File: config.mk
export PLATFORM = sky130hd
export DESIGN_NAME = rca_lsq
export DESIGN_NICKNAME = d
export VERILOG_FILES = /design/src/rtl/rca_lsq_pkg.sv /design/src/rtl/rca_lsq_fifo.sv /design/src/rtl/rca_lsq.sv
export SDC_FILE = /design/constraint.sdc
export NUM_CORES = 1
export LEC_CHECK = 0
export CAP_MARGIN = 10
export CORE_UTILIZATION = 45
export DETAILED_ROUTE_END_ITERATION = 8
export DONT_BUFFER_PORTS = 1
export HOLD_SLACK_MARGIN = 0.03
export SLEW_MARGIN = 0
export SYNTH_ARGS = -nofsm -noshare
export SYNTH_HDL_FRONTEND = slang
export SYNTH_SLANG_ARGS = --single-unit
export TNS_END_PERCENT = 30
File: constraint.sdc
create_clock -name clk -period 9.4 [get_ports clk]
set_input_delay 1.88 -clock clk [delete_from_list [all_inputs] [get_ports clk]]
set_output_delay 1.88 -clock clk [all_outputs]
set_load 0.02 [all_outputs]
File: src/rtl/rca_lsq_pkg.sv
// rca_config: shared LSQ sizing, entry layout, funct3 codes and byte-enable helper.
package rca_config;
  localparam int XLEN = 32;
  localparam int LSQ_DEPTH = 4;
  localparam logic [2:0] LB = 3'b000, LH = 3'b001, LW = 3'b010, LBU = 3'b100, LHU = 3'b101;
  localparam logic [2:0] SB = 3'b000, SH = 3'b001, SW = 3'b010;
  typedef struct packed {
    logic [XLEN-1:0] addr;
    logic [XLEN-1:0] data;
    logic [2:0]      fn3;
    logic            is_store;
  } lsq_entry_t;
  function automatic logic [3:0] lane_be(input logic [2:0] f, input logic [1:0] lane);
    return f[1:0] == 2'b00 ? 4'b0001 << lane : f[1:0] == 2'b01 ? 4'b0011 << lane : 4'b1111;
  endfunction
endpackage

File: src/rtl/rca_lsq_fifo.sv
// rca_lsq_fifo: circular entry FIFO with occupancy count; caller guards push/pop.
module rca_lsq_fifo
  import rca_config::*;
#(
  parameter int DEPTH = LSQ_DEPTH
) (
  input  logic                   clk,
  input  logic                   rst,
  input  logic                   push,
  input  lsq_entry_t             din,
  input  logic                   pop,
  output lsq_entry_t             head,
  output logic [$clog2(DEPTH):0] count,
  output logic                   full
);
  localparam int AW = $clog2(DEPTH);
  lsq_entry_t    r_mem [DEPTH];
  logic [AW-1:0] r_wp, r_rp;
  logic [AW:0]   r_cnt;
  always_ff @(posedge clk)
    if (push) r_mem[r_wp] <= din;
  always_ff @(posedge clk) begin
    if (!rst) begin
      r_wp  <= '0;
      r_rp  <= '0;
      r_cnt <= '0;
    end else begin
      r_wp  <= r_wp + AW'(push);
      r_rp  <= r_rp + AW'(pop);
      r_cnt <= r_cnt + (AW+1)'(push) - (AW+1)'(pop);
    end
  end
  assign head  = r_mem[r_rp];
  assign count = r_cnt;
  assign full  = r_cnt == (AW+1)'(DEPTH);
endmodule

File: src/rtl/rca_lsq.sv
// rca_lsq: in-order load/store queue with a single-outstanding memory port.
// RCA_LSQ_MISALIGN_CHECK_EN rejects misaligned requests instead of masking the address.
module rca_lsq
  import rca_config::*;
#(
  parameter int DEPTH = LSQ_DEPTH
) (
  input  logic            clk,
  input  logic            rst,
  input  logic [XLEN-1:0] addr,
  input  logic [XLEN-1:0] data,
  input  logic [2:0]      fn3,
  input  logic            load,
  input  logic            store,
  input  logic            new_request,
  output logic            lsq_full,
  output logic [XLEN-1:0] mem_addr,
  output logic [XLEN-1:0] mem_wdata,
  output logic [3:0]      mem_be,
  output logic            mem_we,
  output logic            mem_req,
  input  logic            mem_ack,
  input  logic [XLEN-1:0] mem_rdata,
  input  logic            mem_rvalid,
  output logic [XLEN-1:0] load_data_out,
  output logic            load_data_valid,
  input  logic            load_data_ack,
  output logic            misalign_err
);
  typedef enum logic [1:0] {IDLE, ISSUE, WAIT_RD, RESPOND} state_t;
  state_t                 r_state;
  lsq_entry_t             w_in, w_head;
  logic [$clog2(DEPTH):0] w_count;
  logic                   w_ok, w_push, w_pop, r_st;
  logic [2:0]             r_fn3;
  logic [1:0]             r_lane;
  logic [15:0]            w_sh;
  logic [XLEN-1:0]        w_ext;
  assign w_ok = new_request && !lsq_full && (load ^ store) &&
                (store ? fn3 inside {SB, SH, SW} : fn3 inside {LB, LH, LW, LBU, LHU});
`ifdef RCA_LSQ_MISALIGN_CHECK_EN
  logic w_mis, r_mis;
  assign w_mis  = (fn3[1:0] == 2'b01 && addr[0]) || (fn3[1:0] == 2'b10 && addr[1:0] != 2'b00);
  assign w_push = w_ok && !w_mis;
  assign w_in   = '{addr: addr, data: data, fn3: fn3, is_store: store};
  always_ff @(posedge clk)
    r_mis <= rst && w_ok && w_mis;
  assign misalign_err = r_mis;
`else
  assign w_push = w_ok;
  assign w_in   = '{addr: fn3[1:0] == 2'b10 ? {addr[XLEN-1:2], 2'b00} :
                          fn3[1:0] == 2'b01 ? {addr[XLEN-1:1], 1'b0} : addr,
                    data: data, fn3: fn3, is_store: store};
  assign misalign_err = 1'b0;
`endif
  assign w_pop = (r_state == ISSUE && mem_ack && r_st) || (r_state == WAIT_RD && mem_rvalid);
  rca_lsq_fifo #(.DEPTH(DEPTH)) u_fifo (
    .clk(clk), .rst(rst), .push(w_push), .din(w_in), .pop(w_pop),
    .head(w_head), .count(w_count), .full(lsq_full)
  );
  assign w_sh  = 16'(mem_rdata >> {r_lane, 3'b000});
  assign w_ext = r_fn3 == LB  ? {{24{w_sh[7]}}, w_sh[7:0]} :
                 r_fn3 == LH  ? {{16{w_sh[15]}}, w_sh} :
                 r_fn3 == LBU ? {24'h0, w_sh[7:0]} :
                 r_fn3 == LHU ? {16'h0, w_sh} : mem_rdata;
  always_ff @(posedge clk) begin
    if (!rst) begin
      r_state         <= IDLE;
      r_st            <= 1'b0;
      r_fn3           <= '0;
      r_lane          <= '0;
      mem_req         <= 1'b0;
      mem_addr        <= '0;
      mem_wdata       <= '0;
      mem_be          <= '0;
      mem_we          <= 1'b0;
      load_data_out   <= '0;
      load_data_valid <= 1'b0;
    end else begin
      case (r_state)
        IDLE: if (w_count != '0) begin
          r_st      <= w_head.is_store;
          r_fn3     <= w_head.fn3;
          r_lane    <= w_head.addr[1:0];
          mem_req   <= 1'b1;
          mem_addr  <= {w_head.addr[XLEN-1:2], 2'b00};
          mem_wdata <= w_head.data << {w_head.addr[1:0], 3'b000};
          mem_be    <= lane_be(w_head.fn3, w_head.addr[1:0]);
          mem_we    <= w_head.is_store;
          r_state   <= ISSUE;
        end
        ISSUE: if (mem_ack) begin
          mem_req <= 1'b0;
          r_state <= r_st ? IDLE : WAIT_RD;
        end
        WAIT_RD: if (mem_rvalid) begin
          load_data_out   <= w_ext;
          load_data_valid <= 1'b1;
          r_state         <= RESPOND;
        end
        default: if (load_data_ack) begin
          load_data_valid <= 1'b0;
          r_state         <= IDLE;
        end
      endcase
    end
  end
endmodule

### After elaboration in Yosys (flattened, before gate mapping)

Memory sizes are Yosys's and may differ from the RTL's. A register that Yosys moved wholly into a read port is not among the register bits.
Cells that the tools add are included.
W data, S select, Z words.

| storage, ports and cells | value |
|---|---|
| bits in writable memories | 272 |
| memories | 1 |
| flip-flop bits (word level) | 115 |
| input bits | 107 |

Memories:

| memory | words | bits a word | read ports | clocked after Yosys merged registers in | wr ports | line | source |
|---|---|---|---|---|---|---|---|
| u_fifo.r_mem | 4 | 68 | 1 | 1 | 1 | rca_lsq_fifo.sv:17 | `lsq_entry_t r_mem [DEPTH];` |

| cells by class | value |
|---|---|
| eq/ne operators | 16 |
| $add $sub $neg | 4 |
| multiplexer cells | 24 |
| reduce and logical (&&, ||, !) cells | 24 |
| shift operators | 4 |
| bitwise logic cells | 2 |

Operators with widths:

| cell | number |
|---|---|
| $mux W32 | 4 |
| $shl A32 B5 Y32 | 1 |
| $shr A32 B5 Y16 | 1 |
| $eq A3 B3 Y1 const B | 5 |
| $mux W2 | 7 |
| $mux W1 | 8 |
| $mux W4 | 2 |
| $eq A2 B1 Y1 const B | 3 |
| $eq A3 B1 Y1 const B | 2 |
| $logic_and A1 B1 Y1 | 6 |
| $logic_not A3 Y1 | 2 |
| $ne A2 B2 Y1 const B | 3 |
| $pmux W2 S3 | 1 |
| $reduce_and A3 Y1 | 2 |
| $reduce_bool A3 Y1 | 2 |
| $reduce_bool A5 Y1 | 1 |
| $add A2 B1 Y2 | 2 |
| $eq A2 B2 Y1 const B | 2 |
| $logic_not A2 Y1 | 2 |
| $pmux W1 S2 | 2 |
| $reduce_and A2 Y1 | 2 |
| $reduce_and A4 Y1 | 1 |
| $reduce_bool A2 Y1 | 2 |
| $reduce_bool A4 Y1 | 1 |
| 10 further kinds | 10 |

### Depth between registers and ports, before layout

Gate-level depths: netlist of run 1.

| logic depth | value |
|---|---|
| depth after elaboration | 7 |
| depth in mapped cells | 12 |
| mapped depth without buffers | 11 |

### By module

A second synthesis of run 1 with hierarchy kept.

| unflattened totals | value |
|---|---|
| cell total of the unflattened synthesis | 1018 |
| area total of the unflattened synthesis | 15384.8 um2 |

By module, submodules not included:

| module | sequential area each (um2) | cells an instance | area each (um2) | instances |
|---|---|---|---|---|
| rca_lsq_fifo | 8308.0 | 388 | 10169.8 | 1 |
| rca_lsq | 2162.1 | 630 | 5215.0 | 1 |

### Worst setup path before layout of run 1

No wires, ideal clock.

| timing | value |
|---|---|
| path type | input-to-reg |
| start | input fn3[2] |
| end | memory u_fifo.r_mem[2][0] in the netlist's numbering, enable pin |
| library setup time | 592 ps |
| required time | 8808 ps |
| data arrival time | 7446 ps |
| stages | 5 |
| setup slack | 1362 ps |
| cell sequence | o21ai_0 nand2_1 nor3_1 inv_1 nor3b_1 |

| on the way | value |
|---|---|
| word-level cells in the longest chain between the ends | 6 |

Ends and longest elaborated chain:

| item | line | source |
|---|---|---|
| from (decl) | rca_lsq.sv:12 | `input logic [2:0] fn3,` |
| $eq A3 B1 Y1 (tied with other cells) | rca_lsq.sv:40 | `(store ? fn3 inside {SB, SH, SW} : fn3 inside {LB, LH, LW, LBU, LHU});` |
| $reduce_bool A5 Y1 / $reduce_bool A3 Y1 (equally long branches) | rca_lsq.sv:40 |  |
| $mux W1 (*) | rca_lsq.sv:40 |  |
| $logic_and A1 B1 Y1 (*) | rca_lsq.sv:39 | `assign w_ok = new_request && !lsq_full && (load ^ store) &&` |
| $mux W1 (*) | rca_lsq_fifo.sv:21 | `if (push) r_mem[r_wp] <= din;` |
| $mux W1 (implied by the code) (*) | rca_lsq_fifo.sv:21 |  |
| to (decl) | rca_lsq_fifo.sv:17 |  |

Every way passes the cells marked *; elsewhere a longest branch is shown, timed or not.

### Worst setup path after layout of run 1

| timing | value |
|---|---|
| start | input fn3[2] |
| end | memory u_fifo.r_mem[2][39] in the netlist's numbering, enable pin |

The elaborated chain is that of the path after synthesis.

==> impl_metrics.toml, run 1 <==
[status]
status = "completed"

[min_path]
hold_depth = 2
holdCritPathClass = "flop to flop"

[setup_path]
worst_path_dominant_cell_family = "simple AND/OR/NAND/NOR gates"
cp.arrival_ns = 4.54
worst_stage_delay_on_the_critical_path_ns = 0.84
critical_path.reg2reg.startpoint = "u_fifo.r_rp[0]"
timing_endpoint_of_the_critical_path = "u_fifo.r_mem[2][39]"
cp.required_ns = 9.54
worstPathCellList = "o21ai_0, nand2_1, nor3_1, inv_1, nor3b_2, buf_4"
crit_path_capture_type = "flop"
crit_slowest_cell = "sky130_fd_sc_hd__buf_4"
r2r_slack_ns = 5.62
worst_r2r_endpoint = "mem_wdata[7]"
crit_start = "fn3[2]"
reg2regPathDepth = 6
class_of_the_most_critical_setup_path = "input port to flop"
nature_of_the_critical_path_startpoint = "input port"
worstPathBufferInverterCount = 2
timing.critical_path.depth = 6
crit_fanout = 59

[routing]
final_antenna_net_count = 0
drt_iter0_drc = 646
wl_per_cell_microns = 23.0
vias_per_cell = 5.58
via_count = 8089
routed_wirelength_microns = 33300
drt_pre_antenna_iters = 4
route.detailed.drc = 0

[die]
die_h_microns = 185
area_of_the_die_sq_mm = 0.0341
initial_core_util_pct = 46.0
core_area_sq_mm = 0.0327
rows = 66
die_width_microns = 185
ios = 212

[synthesis]
multiplexer_share_of_the_synthesized_area_pct = 12.4
syn-mean-instance-area_sq_um = 15.3
synth-compound-area-share_pct = 8.16
synthesis_warnings = 0
synth_cells = 985
synth_top_family_by_area = "multiplexers"
synth-adder-area-share_pct = 0.799
yosys_register_bits = 387
yosysSeqAreaShare_pct = 69.6
synth_xor_area_share_pct = 0.291
synthDistinctLibCells = 42
synth_area_sq_mm = 0.0150
synth_simple_gate_area_share_pct = 6.23

[final_layout]
final_layout_size_suffix_gt1_share_pct = 15.6
insertedDiodeCount = 0
fin_nets = 1090
area_growth_syn_to_layout_pct = 11.5
fillers = 2781

[cts]
cts_tree = "yes"
clk_transition_reported_paths_ns = 0.06
cts_htree_levels = 2
cts_resized = 0
cts-buffers-inserted = 42
cts_hold_repair.buffers = 0
clock_sink_count = 387
insertion_delay_ns = 0.53
clock_tree.buffer_depth = 3
post-cts-setup-buffers = 0
clock_root_buffer = "sky130_fd_sc_hd__clkbuf_16"

[timing]
timing.hold.ws_ns = 0.462
max_freq_mhz = 227
setup_viol_count_final = 0
unrepaired_setup_endpoints_after_global_routing = "false"
slew-limit-headroom_pct = 35.2
final.min_clock_period_ns = 4.40
final_min_period_over_clock_period_pct = 46.8
tns_ns = 0
final_slew_violations = 0
worst-slew-pin-transition_ns = 0.972
layout_setup_ws_ns = 5.00
worst_clock_skew_ns = 0.0123
hold_violation_total_from_the_final_report = 0

[job]
maxCapViolations = 0

[grt]
first_global_vias = 8200
globalRouteTotalUtil_pct = 19.7
grt_start_max_net_pins = 118
grt_pass1_wl_microns = 50600
grt_remaining_overflow = 0
antenna_found_initial = 2

[power]
power.leakage_uw = 0.00552
max_rail_drop_vdd_v = 0.000144
power-per-cell-area_mw_per_mm2 = 271

[placement]
post-dp-hpwl_microns = 20700
detailedPlace.worstSlack_ns = 4.37
placement.io_buffers = 0
gp_congestion = 0.737
==> area by class of cell <==
type	count	area [sq um]	share of cell area (%)
flip-flops and latches	387	10500	62.5
multi-input cells	513	4230	25.2
clock buffers	63	1220	7.28
well taps	442	553	3.30
clock inverters	14	120	0.716
repair buffers	13	97.6	0.582
inverters	17	63.8	0.381
==> sequential cells by signal (all words and copies together), names as in the netlist <==
signal and count:
r_lane 2, mem_addr 30, r_st 1, u_fifo.r_mem 272, mem_req 1, r_state 2, u_fifo.count 3, load_data_valid 1
u_fifo.r_rp 2, load_data_out 32, r_fn3 3, u_fifo.r_wp 2, mem_wdata 32, mem_be 4
==> power by group <==
part / switching [uW] / internal, uW / leakage [uW]
clock network: 645 / 928 / 0.000654
registers: 271 / 1980 / 0.00339
logic: 445 / 274 / 0.00148
==> per-stage QoR <==
step | instances | area [sq um] | utilization, % | power [uW]
after floorplan | 987 | 15000 | - | 2810
after global placement | 1372 | 15400 | 47.2 | 3000
after detailed placement | 1372 | 15400 | 47.2 | 3020
after CTS | 1449 | 16800 | 51.3 | 4600
after global routing | 1449 | 16800 | 51.3 | 4760
final | 1449 | 16800 | 51.3 | 4540
==> worst min-delay path by stage <==
stage             start       end  slack, ns
2_1_floorplan  r_fn3[2]  r_fn3[2]       0.44
3_3_place_gp   r_fn3[2]  r_fn3[2]       0.45
3_5_place_dp   r_fn3[2]  r_fn3[2]       0.46
4_1_cts        r_fn3[2]  r_fn3[2]       0.47
5_1_grt        r_fn3[2]  r_fn3[2]       0.48
6_report       r_fn3[2]  r_fn3[2]       0.46
==> per-layer routing <==
| metal | vias up | GRT usage, % | share of wire (%) |
|---|---|---|---|
| met1 | 4048 | 25.6 | 42 |
| met5 | - | 0 | 0.051 |
| met4 | 2 | 6.18 | 2.5 |
| met3 | 55 | 5.64 | 8.7 |
| met2 | 275 | 32.1 | 47 |
| li1 | 3709 | - | - |
==> tightest hold or removal path, cell delays in order (launching register included) <==
cell                       delay (ns)
sky130_fd_sc_hd__dfxtp_1         0.31
sky130_fd_sc_hd__nand2_1         0.05
sky130_fd_sc_hd__a21boi_1        0.05
==> cells in the mapped netlist (all sizes together) <==
master	count	area, sq um
xnor2	3	26.3
fa	1	20.0
a21oi	35	175
conb	1	3.75
o21ai	49	245
or4	1	7.51
o211a	3	30.0
nor2	19	78.8
nor3b	2	15.0
nand2b	2	12.5
mux2i	30	300
clkbuf	49	184
o22ai	15	93.8
a21boi	43	323
or2	1	6.26
nor2b	18	113
o221ai	15	131
nor3	5	25.0
a31oi	4	25.0
edfxtp	272	8170
a22oi	15	113
mux2	3	33.8
o21bai	5	37.5
nand3	11	55.1
nand2	114	428
nand3b	2	15.0
ha	8	100
inv	17	63.8
buf	21	120
mux4	68	1530
or3	1	6.26
xor2	2	17.5
and2	27	169
and3	1	6.26
a21o	7	52.6
dfxtp	115	2300
==> cell families after synthesis <==
| logic type | after synthesis |
|---|---|
| DFF | 387 |
| and+or+nand+nor | 204 |
| AOI/OAI and AO/OA | 191 |
| muxes | 101 |
| buffers and inverters | 87 |
| adders and majority gates | 9 |
| xor gates and xnor gates | 5 |
| other | 1 |
==> layout by cell type (no fill, tap or decap), types with 3 or more instances in the layout <==
master / count
sky130_fd_sc_hd__clkbuf_16: 42
sky130_fd_sc_hd__a21boi_0: 7
sky130_fd_sc_hd__a21oi_1: 35
sky130_fd_sc_hd__a21o_1: 7
sky130_fd_sc_hd__a22oi_1: 15
sky130_fd_sc_hd__o21ai_0: 41
sky130_fd_sc_hd__buf_4: 13
sky130_fd_sc_hd__inv_1: 17
sky130_fd_sc_hd__mux2i_1: 30
sky130_fd_sc_hd__dfxtp_1: 113
sky130_fd_sc_hd__a21boi_1: 36
sky130_fd_sc_hd__edfxtp_1: 272
sky130_fd_sc_hd__clkbuf_1: 12
sky130_fd_sc_hd__nand2_1: 114
sky130_fd_sc_hd__xnor2_1: 3
sky130_fd_sc_hd__mux2_2: 3
sky130_fd_sc_hd__nor2b_1: 18
sky130_fd_sc_hd__clkinv_2: 5
sky130_fd_sc_hd__ha_1: 8
sky130_fd_sc_hd__clkbuf_8: 9
sky130_fd_sc_hd__nand3_1: 11
sky130_fd_sc_hd__conb_1: 3
sky130_fd_sc_hd__mux4_2: 68
sky130_fd_sc_hd__o221ai_1: 15
sky130_fd_sc_hd__o21bai_1: 5
sky130_fd_sc_hd__o211a_1: 3
sky130_fd_sc_hd__a31oi_1: 4
sky130_fd_sc_hd__o21ai_1: 8
sky130_fd_sc_hd__nor3_1: 3
sky130_fd_sc_hd__nor2_1: 17
sky130_fd_sc_hd__o22ai_1: 15
sky130_fd_sc_hd__and2_1: 27
No activity file was read; power rests on OpenSTA's default activity.
==> inputs of run 2 (changes only) <==
==> constraint.sdc (replaced) <==
create_clock -name clk -period 3.7 [get_ports clk]
set_input_delay 0.74 -clock clk [delete_from_list [all_inputs] [get_ports clk]]
set_output_delay 0.74 -clock clk [all_outputs]
set_load 0.02 [all_outputs]
==> run 2 against run 1 <==
Net effect:
- final cell count increased by 0.48%
- clock skew is 0.0016 ns higher
- power grew to 2.6 times the previous value
- largest power group unchanged
==> impl_metrics.toml, run 2 (same netlist as run 1, synthesis figures left out) <==
[status]
status = "completed"

[min_path]
hold_depth = 0
hold_start = "addr[26]"
hold-path-endpoint = "u_fifo.r_mem[1][62]"
holdCritPathClass = "input port to flop"

[setup_path]
cp.arrival_ns = 3.30
crit_slowest_cell = "sky130_fd_sc_hd__or4_1"
class_of_the_most_critical_setup_path = "flop to flop"
reg2regPathDepth = 5
crit_fanout = 18
critical_path.reg2reg.startpoint = "u_fifo.r_rp[0]"
crit_path_capture_type = "flop"
worstPathCellList = "mux4_2, or4_1, nor2_4, a22oi_1, nor2b_1"
nature_of_the_critical_path_startpoint = "flop"
cp.required_ns = 4.15
worst_path_dominant_cell_family = "simple AND/OR/NAND/NOR gates"
worst_stage_delay_on_the_critical_path_ns = 0.89
worstPathBufferInverterCount = 0
r2r_slack_ns = 0.86
worst_r2r_endpoint = "mem_wdata[0]"

[placement]
gp_congestion = 0.744
post-dp-hpwl_microns = 20600
detailedPlace.worstSlack_ns = 0.556
placement.io_buffers = 0

[power]
power-per-cell-area_mw_per_mm2 = 703
max_rail_drop_vdd_v = 0.000408
total_power_uw = 12000
power.leakage_uw = 0.00564

[timing]
worst_clock_skew_ns = 0.0139
worst-slew-pin-transition_ns = 1.14
max_freq_mhz = 352
final.min_clock_period_ns = 2.84
layout_setup_ws_ns = 0.857
final_slew_violations = 0
setup_viol_count_final = 0
final_min_period_over_clock_period_pct = 76.8
unrepaired_setup_endpoints_after_global_routing = "false"
slew-limit-headroom_pct = 24.3
hold_violation_total_from_the_final_report = 0

[die]
area_of_the_die_sq_mm = 0.0341
initial_core_util_pct = 46.0
core_area_sq_mm = 0.0327
die_h_microns = 185
die_width_microns = 185
ios = 212
rows = 66

[final_layout]
commonest_cells_after_routing_fill_and_taps_aside = "272 x sky130_fd_sc_hd__edfxtp_1, 114 x sky130_fd_sc_hd__nand2_1, 113 x sky130_fd_sc_hd__dfxtp_1"
layout_top_registers = "u_fifo.r_mem (272), load_data_out (32), mem_wdata (32)"
insertedDiodeCount = 0
leading_cell_type_in_the_layout_fill_and_taps_excluded = "sky130_fd_sc_hd__edfxtp_1"
area_growth_syn_to_layout_pct = 13.2
post-route-util_pct = 52.0
largest_reg_flops = 272
fin_nets = 1096
final_layout_size_suffix_gt1_share_pct = 17.0
max_flop_register = "u_fifo.r_mem"

[cts]
cts_hold_repair.buffers = 0
cts_htree_levels = 2
clock_sink_count = 387
cts-buffers-inserted = 42
cts_resized = 0
clock_tree.buffer_depth = 3
clk_transition_reported_paths_ns = 0.07
post-cts-setup-buffers = 0
cts_tree = "yes"
clock_root_buffer = "sky130_fd_sc_hd__clkbuf_16"
insertion_delay_ns = 0.53

[grt]
first_global_vias = 8165
grt_pass1_wl_microns = 49200
globalRouteTotalUtil_pct = 19.3
grt_remaining_overflow = 0
grt_start_max_net_pins = 118
antenna_found_initial = 2

[routing]
wl_per_cell_microns = 22.6
route.detailed.drc = 0
drt_pre_antenna_iters = 5
final_antenna_net_count = 0
drt_iter0_drc = 558
via_count = 8068
routed_wirelength_microns = 33000
vias_per_cell = 5.54

[job]
maxCapViolations = 0
-- run 2: cell types whose count changed in the layout (fill, tap and decap cells not counted), moves of 2 or more --
cell and change:
sky130_fd_sc_hd__buf_12 +4, sky130_fd_sc_hd__clkinv_2 +7, sky130_fd_sc_hd__clkbuf_1 -8, sky130_fd_sc_hd__clkbuf_8 -6
sky130_fd_sc_hd__inv_6 -2, sky130_fd_sc_hd__buf_4 +2, sky130_fd_sc_hd__bufinv_16 +6
-- run 2: area by class of cell --
type                            instances  area [sq um]
Fill cell                            2734         15700
Tap cell                              442           553
Inverter                               17          63.8
Clock inverter                         28           353
Sequential cell                       387         10500
Clock buffer                           50          1130
Timing Repair Buffer                   19           193
Multi-Input combinational cell        513          4250
-- run 2: metrics by stage --
stage	instances	cell area (sq um)	hold WS, ns	setup TNS, ns
finish	1456	17000	0.299	0
detailed placement	1378	15500	0.457	0
floorplan	987	15100	0.435	-53.36
global placement	1378	15500	0.453	0
CTS	1456	17000	0.274	0
global route	1456	17000	0.270	0
-- run 2: worst max-delay path by stage --
stage,from,end,slack [ns],depth (start not counted)
4_1_cts,u_fifo.r_rp[0],mem_wdata[6],0.82,5
3_5_place_dp,fn3[2],u_fifo.count[2],0.56,11
2_1_floorplan,fn3[2],u_fifo.r_mem[0][0],-0.78,5
6_report,u_fifo.r_rp[0],mem_wdata[0],0.86,5
3_3_place_gp,fn3[2],u_fifo.count[2],0.62,11
5_1_grt,u_fifo.r_rp[0],mem_wdata[7],0.68,5
-- run 2: power by group --
group          internal (uW)  total [uW]  switching [uW]
Clock                   2700        4390            1700
Combinational            704        1860            1150
Sequential              5030        5710             684
-- run 2: metal layers --
metal  GRT usage (%)  vias to the layer above  wire [microns]
li1                -                     3730               -
met1            23.8                     4051           13500
met2            32.5                      245           15900
met3            6.29                       40            2900
met4            5.06                        2             604
met5               0                        -               8
